### src/rtl/mac_pkg.sv
// Shared MAC definitions: CRC-32 constants, receive FSM
// encoding and status-word layout used by the RX and TX paths.
package mac_pkg;

    localparam logic [31:0] CRC32_POLY    = 32'h04C11DB7;
    localparam logic [31:0] CRC32_INIT    = 32'hFFFFFFFF;
    localparam logic [31:0] CRC32_RESIDUE = 32'hC704DD7B;

    localparam int STAT_FCS_OK  = 31;
    localparam int STAT_RUNT    = 30;
    localparam int STAT_OVF     = 29;
    localparam int STAT_DRIBBLE = 28;
    localparam int STAT_LEN_HI  = 11;
    localparam int STAT_LEN_LO  = 0;

    typedef enum logic [2:0] {
        ST_IDLE,
        ST_PREAMBLE,
        ST_DATA,
        ST_COMMIT,
        ST_HOLD,
        ST_DISCARD
    } rx_state_t;

    function automatic logic [31:0] status_word(
        input logic        fcs_ok,
        input logic        runt,
        input logic        ovf,
        input logic        dribble,
        input logic [11:0] len
    );
        logic [31:0] w;
        w = '0;
        w[STAT_FCS_OK]  = fcs_ok;
        w[STAT_RUNT]    = runt;
        w[STAT_OVF]     = ovf;
        w[STAT_DRIBBLE] = dribble;
        w[STAT_LEN_HI:STAT_LEN_LO] = len;
        return w;
    endfunction

endpackage

### src/rtl/crc32_serial.sv
// One-bit serial CRC-32 step (non-reflected, MSB feedback),
// shared by the RX deframer and the TX framer.
module crc32_serial (
    input  logic [31:0] crc,
    input  logic        din,
    output logic [31:0] crc_next
);
    import mac_pkg::*;

    logic fb;

    // Shift left and fold the polynomial in when feedback is set
    always_comb begin
        fb       = crc[31] ^ din;
        crc_next = {crc[30:0], 1'b0} ^ (fb ? CRC32_POLY : 32'h0);
    end

endmodule

### src/rtl/mac_rx_deframer.sv
// 10BASE-T receive deframer: strips preamble/SFD, packs bits
// into buffer words from word 1, writes status at word 0.
module mac_rx_deframer #(
    parameter int ADDR_W    = 9,
    parameter int MIN_BYTES = 64,
    parameter int MAX_BYTES = 1518
) (
    input  logic              clk_i,
    input  logic              rst_i,
    input  logic              rx_carrier,
    input  logic              rx_bit_valid,
    input  logic              rx_bit,
    input  logic              rx_ack,
    output logic              wr_en,
    output logic [ADDR_W-1:0] wr_addr,
    output logic [31:0]       wr_data,
    output logic              rxfull,
    output logic              rx_busy
);
    import mac_pkg::*;

    // Last buffer word that may hold bytes of a legal frame
    localparam logic [9:0]  LAST_W  = 10'((MAX_BYTES + 3) / 4);
    localparam logic [11:0] MAX_LEN = 12'(MAX_BYTES);
    localparam logic [11:0] MIN_LEN = 12'(MIN_BYTES);

    rx_state_t         state;
    rx_state_t         state_nx;
    logic              phase;
    logic              prev;
    logic [14:0]       cnt;
    logic [14:0]       cnt_inc;
    logic [31:0]       crc;
    logic [31:0]       crc_byte;
    logic [31:0]       crc_nx;
    logic [31:0]       sreg;
    logic [31:0]       word_q;
    logic              word_wr_q;
    logic [ADDR_W-1:0] word_addr_q;
    logic              ovf;
    logic              full_q;
    logic              take;
    logic [9:0]        part_word;
    logic              part_ok;
    logic [11:0]       len;

    crc32_serial u_crc (
        .crc      (crc),
        .din      (rx_bit),
        .crc_next (crc_nx)
    );

    // Bit intake, counters and commit-side derived values
    always_comb begin
        take      = (state == ST_DATA) && rx_bit_valid;
        cnt_inc   = (cnt == 15'h7fff) ? cnt : cnt + 15'd1;
        part_word = cnt[14:5] + 10'd1;
        part_ok   = (cnt[4:0] != 5'd0) && (part_word <= LAST_W);
        len       = cnt[14:3];
    end

    // State register
    always_ff @(posedge clk_i or negedge rst_i) begin
        if (!rst_i) state <= ST_IDLE;
        else        state <= state_nx;
    end

    // Next-state logic; ack in HOLD wins over a new carrier
    always_comb begin
        state_nx = state;
        unique case (state)
            ST_IDLE: begin
                if (rx_carrier)
                    state_nx = full_q ? ST_DISCARD : ST_PREAMBLE;
                else if (full_q)
                    state_nx = ST_HOLD;
            end
            ST_PREAMBLE: begin
                if (!rx_carrier)
                    state_nx = ST_IDLE;
                else if (rx_bit_valid && rx_bit && prev)
                    state_nx = ST_DATA;
            end
            ST_DATA:    if (!rx_carrier) state_nx = ST_COMMIT;
            ST_COMMIT:  if (phase) state_nx = ST_HOLD;
            ST_HOLD: begin
                if (rx_ack)          state_nx = ST_IDLE;
                else if (rx_carrier) state_nx = ST_DISCARD;
            end
            ST_DISCARD: if (!rx_carrier) state_nx = ST_IDLE;
            default:    state_nx = ST_IDLE;
        endcase
    end

    // Datapath: packing, CRC, counters, flags
    always_ff @(posedge clk_i or negedge rst_i) begin
        if (!rst_i) begin
            phase       <= 1'b0;
            prev        <= 1'b0;
            cnt         <= '0;
            crc         <= CRC32_INIT;
            crc_byte    <= CRC32_INIT;
            sreg        <= '0;
            word_q      <= '0;
            word_wr_q   <= 1'b0;
            word_addr_q <= '0;
            ovf         <= 1'b0;
            full_q      <= 1'b0;
        end else begin
            word_wr_q <= 1'b0;
            phase     <= (state == ST_COMMIT) && !phase;
            if (state == ST_IDLE)
                prev <= 1'b0;
            else if (state == ST_PREAMBLE && rx_bit_valid)
                prev <= rx_bit;
            if (take) begin
                crc <= crc_nx;
                cnt <= cnt_inc;
                if (cnt_inc[2:0] == 3'd0)
                    crc_byte <= crc_nx;
                if (cnt_inc[14:3] > MAX_LEN)
                    ovf <= 1'b1;
                if (cnt_inc[4:0] == 5'd0) begin
                    word_q      <= {rx_bit, sreg[30:0]};
                    sreg        <= '0;
                    word_addr_q <= ADDR_W'(cnt_inc[14:5]);
                    word_wr_q   <= (cnt_inc[14:5] <= LAST_W);
                end else begin
                    sreg[cnt[4:0]] <= rx_bit;
                end
            end
            if (state == ST_COMMIT && phase)
                full_q <= 1'b1;
            if (state == ST_HOLD && rx_ack) begin
                full_q   <= 1'b0;
                cnt      <= '0;
                crc      <= CRC32_INIT;
                crc_byte <= CRC32_INIT;
                sreg     <= '0;
                ovf      <= 1'b0;
            end
        end
    end

    // Outputs: data-word pulses, partial word, then status word
    always_comb begin
        wr_en   = word_wr_q;
        wr_addr = word_addr_q;
        wr_data = word_q;
        rxfull  = full_q;
        rx_busy = (state == ST_DATA) || (state == ST_COMMIT);
        if (state == ST_COMMIT) begin
            if (phase) begin
                wr_en   = 1'b1;
                wr_addr = '0;
                wr_data = status_word(crc_byte == CRC32_RESIDUE,
                                      len < MIN_LEN, ovf,
                                      cnt[2:0] != 3'd0, len);
            end else if (part_ok) begin
                wr_en   = 1'b1;
                wr_addr = ADDR_W'(part_word);
                wr_data = sreg;
            end
        end
    end

endmodule
### config.mk
export PLATFORM = sky130hd
export DESIGN_NAME = mac_rx_deframer
export DESIGN_NICKNAME = d
export VERILOG_FILES = /design/src/rtl/mac_pkg.sv /design/src/rtl/crc32_serial.sv /design/src/rtl/mac_rx_deframer.sv
export SDC_FILE = /design/constraint.sdc
export NUM_CORES = 1
export LEC_CHECK = 0
export CORE_MARGIN = 1.5
export CORE_UTILIZATION = 50
export CTS_BUF_LIST = sky130_fd_sc_hd__clkbuf_8
export CTS_CLUSTER_DIAMETER = 120
export DETAILED_ROUTE_END_ITERATION = 16
export GPL_TIMING_DRIVEN = 0
export PLACE_DENSITY = 0.78
export SYNTH_ARGS = -nofsm -noshare
export SYNTH_HDL_FRONTEND = slang
export SYNTH_HIERARCHICAL = 1
export SYNTH_SLANG_ARGS = --single-unit
### constraint.sdc
create_clock -name clk_i -period 3.45 [get_ports clk_i]
set_input_delay 0.69 -clock clk_i [delete_from_list [all_inputs] [get_ports clk_i]]
set_output_delay 0.69 -clock clk_i [all_outputs]
set_load 0.005 [all_outputs]
# ---- After elaboration in Yosys (flattened, before gate mapping)
# Cells that the tools add are included.
dict set report totals {
  ff_bits 160
  latchBits 0
  ramBits 0
  rom_bits 0
  input_bits 6
  output_inout_bits 44
  wordCells 104
  mem_count 0
}
dict set report classes {
  n_addsub 2
  mul 0
  n_div 0
  order_cmp 6
  eq_ne 13
  shifts 0
  muxes 44
  bitwise_logic 2
  reduce_logical 25
}
# operator n
set op_table {}
lappend op_table {{32-bit two-way mux} 11}
lappend op_table {{15-bit two-way mux} 3}
lappend op_table {{32-bit bitwise mux} 1}
lappend op_table {{32-bit == test, second input constant} 1}
lappend op_table {{32-bit XOR} 1}
lappend op_table {{3-bit two-way mux} 10}
lappend op_table {{27-bit two-way mux} 1}
lappend op_table {{9-bit two-way mux} 3}
lappend op_table {{10-bit by 9-bit less-or-equal comparator with 1-bit output, second input constant} 2}
lappend op_table {{3-bit case mux with 6 select lines} 1}
lappend op_table {{15-bit by 1-bit adder with 15-bit output, second input constant} 1}
lappend op_table {{15-bit == test, second input constant} 1}
lappend op_table {{1-bit two-way mux} 13}
lappend op_table {{12-bit by 11-bit greater-than comparator with 1-bit output, second input constant} 1}
lappend op_table {{12-bit by 7-bit less-than comparator with 1-bit output, second input constant} 1}
lappend op_table {{10-bit by 1-bit adder with 10-bit output, second input constant} 1}
lappend op_table {{2-bit nonzero test} 5}
lappend op_table {{1-bit logical AND} 9}
lappend op_table {{3-bit inequality test, second input constant} 3}
lappend op_table {{3-bit by 2-bit == test with 1-bit output, second input constant} 2}
lappend op_table {{3-bit == test, second input constant} 2}
lappend op_table {{3-bit zero test} 2}
lappend op_table {{5-bit by 6-bit less-than comparator with 1-bit output, second input constant} 1}
lappend op_table {{2-bit inequality test, second input constant} 3}
lappend op_table {{11 further kinds} 13}

# ---- Depth between registers and ports, before layout
# Gate-level depths: netlist of the first run.
dict set report depth {
  word_depth 8
  mapped_depth 11
  mapped_depth_nobuf 9
}

# ---- Cells and area by module
# Netlist of the first run, hierarchy kept.
# mod n_inst cells_per_inst area_per_inst_um2 seq_area_each_um2
set by_module_without_submodules {}
lappend by_module_without_submodules {mac_rx_deframer 1 878 8207.9 4083.9}
lappend by_module_without_submodules {crc32_serial 1 36 509.2 0.0}

# ---- Worst setup path after synthesis of the first run
# No wires, ideal clock.
dict set report synth_timing {
  kind {register to output}
  start {register cnt[5]}
  end {output wr_data[10]}
  arrival_ns 2.118
  t_required_ns 2.760
  path_slack_ns 0.642
  stages_incl_launch_ff 11
  n_path_buf 2
  cell_sequence {dfrtp_1 > ha_1 > nand3_4 > nor3_4 > xnor2_1 > o311a_1 > buf_2 > nand2_4 > buf_6 > o22ai_1 > a21oi_1}
}
dict set report synth_via {
  elab_chain_cells 6
}
# element line_no
set synth_lines {}
lappend synth_lines {{from (decl)} mac_rx_deframer.sv:31} ;# logic [14:0] cnt;
lappend synth_lines {{from (signal assigned)} mac_rx_deframer.sv:118} ;# cnt <= cnt_inc;
lappend synth_lines {{10-bit by 1-bit adder with 10-bit output} mac_rx_deframer.sv:57} ;# part_word = cnt[14:5] + 10'd1;
lappend synth_lines {{10-bit by 9-bit less-or-equal comparator with 1-bit output} mac_rx_deframer.sv:58} ;# part_ok = (cnt[4:0] != 5'd0) && (part_word <= LAST_W);
lappend synth_lines {{1-bit logical AND} mac_rx_deframer.sv:58}
lappend synth_lines {{32-bit two-way mux} mac_rx_deframer.sv:159} ;# end else if (part_ok) begin
lappend synth_lines {{32-bit two-way mux} mac_rx_deframer.sv:153} ;# if (phase) begin
lappend synth_lines {{32-bit two-way mux} mac_rx_deframer.sv:152} ;# if (state == ST_COMMIT) begin
lappend synth_lines {{to (decl)} mac_rx_deframer.sv:16} ;# output logic [31:0] wr_data,
# Every way passes these cells.

# ---- Worst setup path after layout of the first run
dict set report layout_timing {
  start {register cnt[6]}
  end {output wr_data[5]}
}
# The elaborated chain is that of the path after synthesis.

==> results.json, run 1 <==
{
  "outcome": "finished, violations left",
  "failing_checks": "negative setup slack",
  "path_class": "flop to output port",
  "initial_core_util_pct": 50.8,
  "cts_tree": "yes",
  "critical-path-top-cell-by-count": "sky130_fd_sc_hd__buf_6",
  "vias": 7543,
  "synth_seq_area_share_pct": 46.8,
  "diodes": 0,
  "clkTransAtPathRegs_ns": 0.09,
  "syn-instance-count": 914,
  "largest_net_degree_at_the_start_of_global_routing": 88,
  "crit_path_top_delay_cell": "sky130_fd_sc_hd__dfrtp_1",
  "total_routing_usage_gr_pct": 27.1,
  "cts.sink_count": 160,
  "yosysWarningCount": 6,
  "die-area_um2": 18200,
  "place.port_buffers": 49,
  "place.detailed.hpwl_mm": 15.9,
  "power_leakage_nw": 4.74,
  "wp_data_required_ns": 2.76,
  "finalHoldViolCount": 0,
  "worst_pin_slew_ns": 0.713,
  "worst_skew_pair.late_latency_ns": 0.47,
  "maxSlewViolCount": 0,
  "synth_nets": 925,
  "postSynthRegisterBits": 160,
  "grt_pass1_vias": 7204,
  "detail_route.vias_per_cell": 6.07,
  "synth_ff_type": "sky130_fd_sc_hd__dfrtp_1",
  "cp_max_fo": 5,
  "worst_hold_path_type": "input pin to async pin",
  "nets": 1016,
  "dp.cells": 1189,
  "overall_overflow_remaining_after_global_route": 0,
  "antenna_found_initial": 0,
  "power_density_nw_per_um2": 630,
  "fin_skew_ns": 0.0159,
  "area_delta_synth_final_pct": 20.2,
  "tritoncts.num_buffers": 17,
  "setup.worst_path.end_class": "output port",
  "layout.cells.most_common_list": "sky130_fd_sc_hd__nand2_1 (175), sky130_fd_sc_hd__dfrtp_1 (94), sky130_fd_sc_hd__dfstp_2 (64), sky130_fd_sc_hd__nand3_1 (62), sky130_fd_sc_hd__o21ai_0 (46)",
  "ctsHtreeMaxLevel": 4,
  "layout_setup_ws_ns": -0.00302,
  "slew_headroom_pct": 52.5,
  "grt_first_pass_wirelength_mm": 38.1,
  "die_height_um": 135,
  "post_synth.cell_area_avg_um2": 9.54,
  "placeableCoreArea_um2": 17200,
  "gpl.final_weighted_congestion": 0.937,
  "worstPathBufferInverterCount": 6,
  "route.detailed.wl_per_inst_um": 19.6,
  "critical_path.startpoint_type": "flop",
  "ant_nets": 0,
  "drt_iter0_markers": 592,
  "io_pins": 50,
  "final_wirelength_mm": 24.3,
  "netlist_area_um2": 8720,
  "post_route_cells_drive_above_1_share_pct": 31.4,
  "critical_path_arrival_ns": 2.76,
  "cp_slowest_stage_delay_ns": 0.42,
  "post_place_worst_slack_ns": -0.388,
  "die-width_um": 135,
  "period_minus_slack_ns": 3.45,
  "finalSetupViolCount": 1,
  "fmaxAchievable_ghz": 0.290,
  "max_cap_violations": 0,
  "drt_pass1_iterations": 6,
  "clk_root_buf": "sky130_fd_sc_hd__clkbuf_8",
  "worst_setup_path_startpoint": "cnt[6]",
  "drc_errors": 0,
  "cp_cell_sequence": "buf_6, ha_4, buf_4, o21bai_4, a21oi_4, buf_6, o311a_4, buf_6, clkbuf_16, o22ai_2, a21oi_2, buf_2",
  "postLayoutCoreUtil_pct": 61.0,
  "reg2reg_launch_point": "cnt[0]",
  "cts_buffer_depth": 2,
  "synth.lib_cells_used.distinct": 71,
  "synth-edff-count": 0,
  "cp_top_family": "buffers and inverters",
  "grt_setup_unrepaired": "yes",
  "fin_cells": 1243,
  "totalPowerFinal_mw": 6.60,
  "mostFrequentLayoutCell": "sky130_fd_sc_hd__nand2_1",
  "ir_drop_mv": 0.509,
  "ys_async_sr_fraction_pct": 100,
  "whs_ns": 0.172,
  "row_count": 48,
  "finalCritPeriodShare_pct": 100
}
[metal layers]
| metal | GRT usage (%) | wire length [um] | up-vias | part of all wire, % |
|---|---|---|---|---|
| met4 | 10.7 | 751 | 0 | 3.1 |
| li1 | - | - | 3456 | - |
| met5 | 0 | 0 | - | 0 |
| met2 | 44.6 | 11600 | 281 | 48 |
| met3 | 5.29 | 1580 | 63 | 6.5 |
| met1 | 35.5 | 10400 | 3743 | 43 |
[synthesized netlist by cell type, types with 3 or more instances]
cell,instances,share of area [%]
sky130_fd_sc_hd__a211oi_1,4,0.34
sky130_fd_sc_hd__a21o_1,6,0.52
sky130_fd_sc_hd__a21oi_1,30,1.7
sky130_fd_sc_hd__a22o_1,5,0.50
sky130_fd_sc_hd__a22oi_1,24,2.1
sky130_fd_sc_hd__a2bb2oi_1,3,0.30
sky130_fd_sc_hd__a31oi_1,5,0.36
sky130_fd_sc_hd__and2_1,3,0.22
sky130_fd_sc_hd__and3_1,5,0.36
sky130_fd_sc_hd__and4_1,3,0.30
sky130_fd_sc_hd__buf_1,3,0.13
sky130_fd_sc_hd__buf_2,21,1.2
sky130_fd_sc_hd__buf_4,22,1.9
sky130_fd_sc_hd__buf_6,4,0.52
sky130_fd_sc_hd__clkbuf_1,40,1.7
sky130_fd_sc_hd__dfrtp_1,96,28
sky130_fd_sc_hd__dfstp_2,64,19
sky130_fd_sc_hd__ha_1,5,0.72
sky130_fd_sc_hd__inv_1,11,0.47
sky130_fd_sc_hd__mux2_2,34,4.4
sky130_fd_sc_hd__nand2_1,176,7.6
sky130_fd_sc_hd__nand2_4,3,0.39
sky130_fd_sc_hd__nand2b_1,6,0.43
sky130_fd_sc_hd__nand3_1,62,3.6
sky130_fd_sc_hd__nand4_1,4,0.29
sky130_fd_sc_hd__nand4b_1,3,0.30
sky130_fd_sc_hd__nor2_1,33,1.4
sky130_fd_sc_hd__nor2b_1,4,0.29
sky130_fd_sc_hd__nor3_1,4,0.23
sky130_fd_sc_hd__nor4_1,4,0.29
sky130_fd_sc_hd__o211ai_1,8,0.69
sky130_fd_sc_hd__o21ai_0,52,3.0
sky130_fd_sc_hd__o21ai_1,23,1.3
sky130_fd_sc_hd__o22a_1,16,1.6
sky130_fd_sc_hd__o22ai_1,54,3.9
sky130_fd_sc_hd__o31ai_1,8,0.69
sky130_fd_sc_hd__or2_2,3,0.22
sky130_fd_sc_hd__xnor2_1,9,0.90
sky130_fd_sc_hd__xor2_1,8,0.80
sky130_fd_sc_hd__xor3_1,9,2.5
sky130_fd_sc_hd__xor3_4,4,1.3
[report_power, final]
group          internal, mW  switching [mW]
clock network         0.811           0.727
logic                  1.10            1.29
registers              2.44           0.236
total                  4.35            2.25
[state kept, by name (all words and copies together), names as in the netlist]
name / count
ovf: 1
prev: 1
rxfull: 1
word_q: 32
word_addr_q: 9
state: 3
cnt: 15
crc_byte: 32
word_wr_q: 1
phase: 1
sreg: 32
crc: 32
[per-stage QoR]
| step | TNS [ns] | area, um2 |
|---|---|---|
| 2_1_floorplan | 0 | 8720 |
| 3_3_place_gp | -644.24 | 9490 |
| 3_5_place_dp | -8.83 | 9520 |
| 4_1_cts | -0.379 | 10200 |
| 5_1_grt | -2.06 | 10500 |
| 6_report | -0.00302 | 10500 |
[timing repair]
action | 4_1_cts | 5_1_grt
setup buffers | 20 | 4
pin swaps | 16 | 21
gates cloned | 1 | 2
resized for setup | 168 | 82
hold buffers | 0 | 0
endpoints found under the setup margin | 42 | 42
[layout make-up]
cell class	instances	area (um2)
Multi-Input combinational cell	652	4480
Fill cell	1386	6700
Timing Repair Buffer	77	633
Buffer	86	517
Clock buffer	18	248
Tap cell	225	282
Sequential cell	160	4090
Clock inverter	14	189
Inverter	11	41.3
[final timing paths]
| path | endpoint | slack [ns] | cells after the start |
|---|---|---|---|
| worst max-delay path | wr_data[5] | -0.003 | 12 |
| worst min-delay path | word_q[26] | 0.17 | 1 |
| worst max register to register | ovf | 0.47 | 10 |
| worst min register to register | crc_byte[29] | 0.49 | 2 |
| max in group asynchronous | crc_byte[10] | 2.44 | 2 |
| min in group clk_i | crc_byte[29] | 0.49 | 2 |
[cell families (layout without fill, tap and decap cells)]
group / Yosys count / count (layout) / share of synthesized area (%)
AOI/OAI and AO/OA: 252 / 252 / 18.6
xor gates and xnor gates: 30 / 30 / 5.43
adders and majority gates: 5 / 5 / 0.718
buffers and inverters: 102 / 206 / 6.00
DFF: 160 / 160 / 46.8
muxes: 35 / 35 / 4.51
and+or+nand+nor: 330 / 330 / 17.9
Note: power is estimated with default switching activity, not from simulation.
==> inputs of run 2 (changes only) <==
--- a/config.mk
+++ b/config.mk
@@ -5,13 +5,14 @@
 export SDC_FILE = /design/constraint.sdc
 export NUM_CORES = 1
 export LEC_CHECK = 0
+export CORE_ASPECT_RATIO = 1.4
 export CORE_MARGIN = 1.5
-export CORE_UTILIZATION = 50
+export CORE_UTILIZATION = 55
 export CTS_BUF_LIST = sky130_fd_sc_hd__clkbuf_8
 export CTS_CLUSTER_DIAMETER = 120
 export DETAILED_ROUTE_END_ITERATION = 16
 export GPL_TIMING_DRIVEN = 0
-export PLACE_DENSITY = 0.78
+export PLACE_DENSITY = 0.83
 export SYNTH_ARGS = -nofsm -noshare
 export SYNTH_HDL_FRONTEND = slang
 export SYNTH_HIERARCHICAL = 1
==> results.json, run 2 (synthesized netlist as in run 1, its figures left out) <==
{
  "outcome": "finished, violations left",
  "failing_checks": "negative setup slack",
  "share_seq_of_total_power_pct": 40.4,
  "placement.cell_area_um2": 9510,
  "r2r_slack_ns": 0.47,
  "wp_data_required_ns": 2.76,
  "row_count": 54,
  "finalSetupViolCount": 40,
  "vias": 7991,
  "initial_core_util_pct": 56.1,
  "place.port_buffers": 49,
  "setup.worst_path.end_class": "output port",
  "area_delta_synth_final_pct": 22.6,
  "layout.cells.most_common_list": "sky130_fd_sc_hd__nand2_1 (173), sky130_fd_sc_hd__dfrtp_1 (95), sky130_fd_sc_hd__dfstp_2 (64), sky130_fd_sc_hd__nand3_1 (62), sky130_fd_sc_hd__buf_2 (54)",
  "path_class": "flop to output port",
  "fmaxAchievable_ghz": 0.267,
  "critical_path.startpoint_type": "flop",
  "die_height_um": 152,
  "finalCritPeriodShare_pct": 109,
  "route.detailed.wl_per_inst_um": 22.1,
  "worst_pin_slew_ns": 0.758,
  "finalHoldViolCount": 0,
  "post_place_worst_slack_ns": -0.376,
  "fillers": 1118,
  "postLayoutCoreUtil_pct": 68.8,
  "grt_first_pass_wirelength_mm": 41.4,
  "switching_share_pct": 36.1,
  "crit-reg2reg-capture": "sreg[31]",
  "grt_pass1_vias": 7999,
  "tritoncts.num_buffers": 17,
  "ant_nets": 0,
  "cts_tree": "yes",
  "nets": 1046,
  "placeableCoreArea_um2": 15500,
  "reg2reg_launch_point": "cnt[0]",
  "place.detailed.hpwl_mm": 17.0,
  "worst_r2r_path_depth": 8,
  "multi_input_comb_area_um2": 4510,
  "largest_net_degree_at_the_start_of_global_routing": 101,
  "grt_setup_unrepaired": "yes",
  "whs_ns": 0.236,
  "worst_hold_path_type": "input pin to async pin",
  "clkTransAtPathRegs_ns": 0.09,
  "total_routing_usage_gr_pct": 32.7,
  "storage_cell_area_um2": 4090,
  "antenna_found_initial": 0,
  "setup-tns-final_ns": -6.14,
  "maxSlewViolCount": 0,
  "drc_errors": 0,
  "ir_drop_mv": 0.416,
  "power_density_nw_per_um2": 621,
  "mostFrequentLayoutCell": "sky130_fd_sc_hd__nand2_1",
  "cp_max_fo": 10,
  "drt_pass1_iterations": 5,
  "clk_root_buf": "sky130_fd_sc_hd__clkbuf_8",
  "period_minus_slack_ns": 3.75,
  "max_cap_violations": 0,
  "overall_overflow_remaining_after_global_route": 0,
  "ctsHtreeMaxLevel": 4,
  "die-width_um": 109,
  "worst_skew_pair.late_latency_ns": 0.49,
  "cts.sink_count": 160,
  "diodes": 0,
  "post_route_cells_drive_above_1_share_pct": 34.7,
  "share_comb_of_total_power_pct": 39.2,
  "slew_headroom_pct": 49.5,
  "critical_path_arrival_ns": 3.06,
  "drt_iter0_markers": 639,
  "die-area_um2": 16600,
  "power_leakage_nw": 4.87,
  "power.internal_mw": 4.24,
  "fin_skew_ns": 0.0138,
  "final_design_area_no_fill_um2": 10700,
  "final_wirelength_mm": 27.4,
  "cts_buffer_depth": 2,
  "io_pins": 50,
  "net_switching_mw": 2.40,
  "gpl.final_weighted_congestion": 0.928,
  "layout_setup_ws_ns": -0.300,
  "detail_route.vias_per_cell": 6.42,
  "clkPwrFrac_pct": 20.4
}
## run 2: cell type report
type,instances,share of cell area (%)
plain buffers,90,4.96
clock buffers,18,2.32
clock inverters,14,1.25
inverters,11,0.386
multi-input cells,652,42.2
flip-flops and latches,160,38.2
well taps,196,2.29
repair buffers,103,8.33
## run 2: repair_timing
action                                  CTS  global route
resized for setup                       215            84
cloned                                    3             1
endpoints found under the setup margin   42            42
pin swaps                                18            20
setup buffers                            35            16
hold buffers                              0             0
hold endpoints to repair                  0             0
## run 2: how the worst max path moves through the flow
stage | start | end | slack, ns | cells past startpoint
after floorplan | cnt[5] | wr_data[10] | 0.64 | 10
after global placement | rst_i | cnt[9] | -4.72 | 1
after detailed placement | cnt[5] | wr_addr[8] | -0.38 | 9
after CTS | cnt[5] | wr_addr[7] | -0.18 | 14
after global routing | state[1] | wr_addr[7] | -0.44 | 12
final | state[1] | wr_addr[7] | -0.30 | 12
## run 2: critical path: stages (launching register included)
cell and delay, ns:
sky130_fd_sc_hd__dfrtp_1 0.33, sky130_fd_sc_hd__clkbuf_1 0.31, sky130_fd_sc_hd__nor2b_1 0.17, sky130_fd_sc_hd__buf_2 0.17, sky130_fd_sc_hd__nand2_1 0.42, sky130_fd_sc_hd__nor2_4 0.32, sky130_fd_sc_hd__buf_12 0.15, sky130_fd_sc_hd__buf_8 0.12
sky130_fd_sc_hd__buf_6 0.13, sky130_fd_sc_hd__buf_6 0.10, sky130_fd_sc_hd__a22oi_2 0.04, sky130_fd_sc_hd__o21ai_1 0.16, sky130_fd_sc_hd__buf_2 0.14
## run 2: power groups by stage
| stage | Clock (mW) | Sequential [mW] | Combinational, mW |
|---|---|---|---|
| after CTS | 1.36 | 2.66 | 2.22 |
| after global placement | 0 | 2.68 | 1.91 |
| after global routing | 1.44 | 2.72 | 2.77 |
| after floorplan | 0 | 2.62 | 1.44 |
| after detailed placement | 0 | 2.70 | 1.97 |
| final | 1.35 | 2.68 | 2.60 |
## run 2: metal layers
layer	global-route usage, %	vias up	wire length (um)
met1	35.3	3868	9240
li1	-	3499	-
met3	7.25	163	2050
met4	26.8	0	2150
met5	0	-	0
met2	53.4	461	14000
## run 2: per-stage QoR
| step | power (mW) | std cells |
|---|---|---|
| after floorplan | 4.07 | 914 |
| after global placement | 4.59 | 1159 |
| after detailed placement | 4.67 | 1161 |
| after CTS | 6.24 | 1229 |
| after global routing | 6.94 | 1244 |
| final | 6.64 | 1244 |
==> inputs of run 3 (changes only) <==
--- a/config.mk
+++ b/config.mk
@@ -13,6 +13,7 @@
 export DETAILED_ROUTE_END_ITERATION = 16
 export GPL_TIMING_DRIVEN = 0
 export PLACE_DENSITY = 0.83
+export SLEW_MARGIN = 20
 export SYNTH_ARGS = -nofsm -noshare
 export SYNTH_HDL_FRONTEND = slang
 export SYNTH_HIERARCHICAL = 1
==> results.json, run 3 (synthesized netlist as in run 1, its figures left out) <==
{
  "outcome": "finished, violations left",
  "failing_checks": "negative setup slack",
  "worst_hold_path_type": "input pin to async pin",
  "finalHoldViolCount": 0,
  "share_comb_of_total_power_pct": 37.5,
  "critical_path.startpoint_type": "flop",
  "share_seq_of_total_power_pct": 39.1,
  "row_count": 54,
  "period_minus_slack_ns": 3.65,
  "overall_overflow_remaining_after_global_route": 0,
  "layout_setup_ws_ns": -0.202,
  "max_cap_violations": 0,
  "cts_buffer_depth": 2,
  "cts_tree": "yes",
  "cts.sink_count": 160,
  "antenna_found_initial": 0,
  "io_pins": 50,
  "diodes": 0,
  "nets": 1044,
  "die_height_um": 152,
  "gpl.final_weighted_congestion": 0.928,
  "ir_drop_mv": 0.480,
  "die-width_um": 109,
  "net_switching_mw": 2.34,
  "final_design_area_no_fill_um2": 10700,
  "die-area_um2": 16600,
  "finalCritPeriodShare_pct": 106,
  "fmaxAchievable_ghz": 0.274,
  "setup-tns-final_ns": -2.73,
  "fin_skew_ns": 0.0124,
  "route.detailed.wl_per_inst_um": 21.5,
  "final_wirelength_mm": 26.7,
  "clkTransAtPathRegs_ns": 0.09,
  "grt_pass1_vias": 7876,
  "post_route_cells_drive_above_1_share_pct": 33.7,
  "fillers": 1133,
  "power_density_nw_per_um2": 638,
  "area_delta_synth_final_pct": 23.3,
  "detail_route.vias_per_cell": 6.37,
  "wirelength_met1_mm": 9.27,
  "tritoncts.num_buffers": 17,
  "wp_data_required_ns": 2.76,
  "layout.cells.most_common_list": "sky130_fd_sc_hd__nand2_1 (172), sky130_fd_sc_hd__dfrtp_1 (95), sky130_fd_sc_hd__dfstp_2 (64), sky130_fd_sc_hd__nand3_1 (62), sky130_fd_sc_hd__buf_2 (49)",
  "met3RoutedLength_mm": 1.71,
  "critical_path_arrival_ns": 2.96,
  "worst_skew_pair.late_latency_ns": 0.49,
  "drt_pass1_iterations": 5,
  "met2WireLength_mm": 13.5,
  "total_routing_usage_gr_pct": 32.3,
  "path_class": "flop to output port",
  "placeableCoreArea_um2": 15500,
  "ctsHtreeMaxLevel": 4,
  "mostFrequentLayoutCell": "sky130_fd_sc_hd__nand2_1",
  "switching_share_pct": 34.2,
  "drc_errors": 0,
  "initial_core_util_pct": 56.1,
  "clkPwrFrac_pct": 23.4,
  "place.port_buffers": 49,
  "place.detailed.hpwl_mm": 17.1,
  "grt_setup_unrepaired": "yes",
  "drt_iter0_markers": 725,
  "ant_nets": 0,
  "cp_max_fo": 7,
  "placement.cell_area_um2": 9510,
  "totalPowerFinal_mw": 6.86,
  "clk_root_buf": "sky130_fd_sc_hd__clkbuf_8",
  "vias": 7907,
  "power_leakage_nw": 4.93,
  "maxSlewViolCount": 0,
  "whs_ns": 0.0822,
  "setup.worst_path.end_class": "output port",
  "slew_headroom_pct": 51.1,
  "worst_pin_slew_ns": 0.734,
  "routed.top_layer": "met4",
  "power.internal_mw": 4.52,
  "finalSetupViolCount": 33,
  "largest_net_degree_at_the_start_of_global_routing": 62,
  "grt_first_pass_wirelength_mm": 40.8
}
==> run 3: what timing repair did <==
action,4_1_cts,5_1_grt
resized for setup,225,54
endpoints found under the setup margin,42,42
cloned,3,1
hold buffers,0,0
setup buffers,36,15
pin swaps,25,18
==> run 3: through the flow <==
step / std cells / util, % / worst slack [ns]
floorplan: 914 / - / 0.642
global placement: 1159 / 60.8 / -4.72
detailed placement: 1161 / 61.2 / -0.369
CTS: 1230 / 67.3 / -0.162
global route: 1242 / 69.1 / -0.343
finish: 1242 / 69.1 / -0.202
==> run 3: cell type report <==
| class | instances | area (um2) | share of cell area [%] |
|---|---|---|---|
| multi-input combinational | 652 | 4490 | 41.8 |
| tap | 196 | 245 | 2.28 |
| inverter | 11 | 41.3 | 0.384 |
| clock inverter | 14 | 211 | 1.97 |
| clock buffer | 18 | 248 | 2.31 |
| timing repair buffer | 103 | 906 | 8.43 |
| buffer | 88 | 520 | 4.84 |
| sequential | 160 | 4090 | 38.0 |
==> run 3: power by group through the flow <==
stage,clock (mW),combinational [mW],sequential [mW]
global route,1.71,2.75,2.73
global placement,0,1.91,2.68
floorplan,0,1.44,2.62
detailed placement,0,1.97,2.70
finish,1.61,2.57,2.68
CTS,1.62,2.30,2.67
==> run 3: path summary, 6_finish.rpt <==
| check | end | slack, ns | start | cells after the start |
|---|---|---|---|---|
| max in group asynchronous | crc[20] | 2.37 | rst_i | 3 |
| worst min register to register | crc[5] | 0.49 | crc[5] | 2 |
| min in group clk_i | crc[5] | 0.49 | crc[5] | 2 |
| worst max-delay path | wr_data[31] | -0.20 | cnt[8] | 14 |
| worst min-delay path | word_q[13] | 0.08 | rst_i | 1 |
| worst max register to register | sreg[8] | 0.43 | cnt[0] | 8 |
==> run 3: layer usage <==
layer	GRT usage (%)	up-vias
li1	-	3503
met1	35.3	3880
met2	52.9	374
met3	6.91	150
met4	25.9	0
met5	0	-
==> run 3: critical path, stage by stage (launching register included) <==
cell and delay (ns):
sky130_fd_sc_hd__dfrtp_1 0.39, sky130_fd_sc_hd__buf_6 0.14, sky130_fd_sc_hd__and4_1 0.21, sky130_fd_sc_hd__buf_6 0.13, sky130_fd_sc_hd__nand4_1 0.10, sky130_fd_sc_hd__xor2_2 0.23
sky130_fd_sc_hd__o311ai_4 0.17, sky130_fd_sc_hd__buf_12 0.17, sky130_fd_sc_hd__nor2_4 0.22, sky130_fd_sc_hd__buf_4 0.17, sky130_fd_sc_hd__buf_4 0.10, sky130_fd_sc_hd__buf_6 0.10
sky130_fd_sc_hd__a22oi_2 0.04, sky130_fd_sc_hd__o21ai_1 0.15, sky130_fd_sc_hd__buf_2 0.14
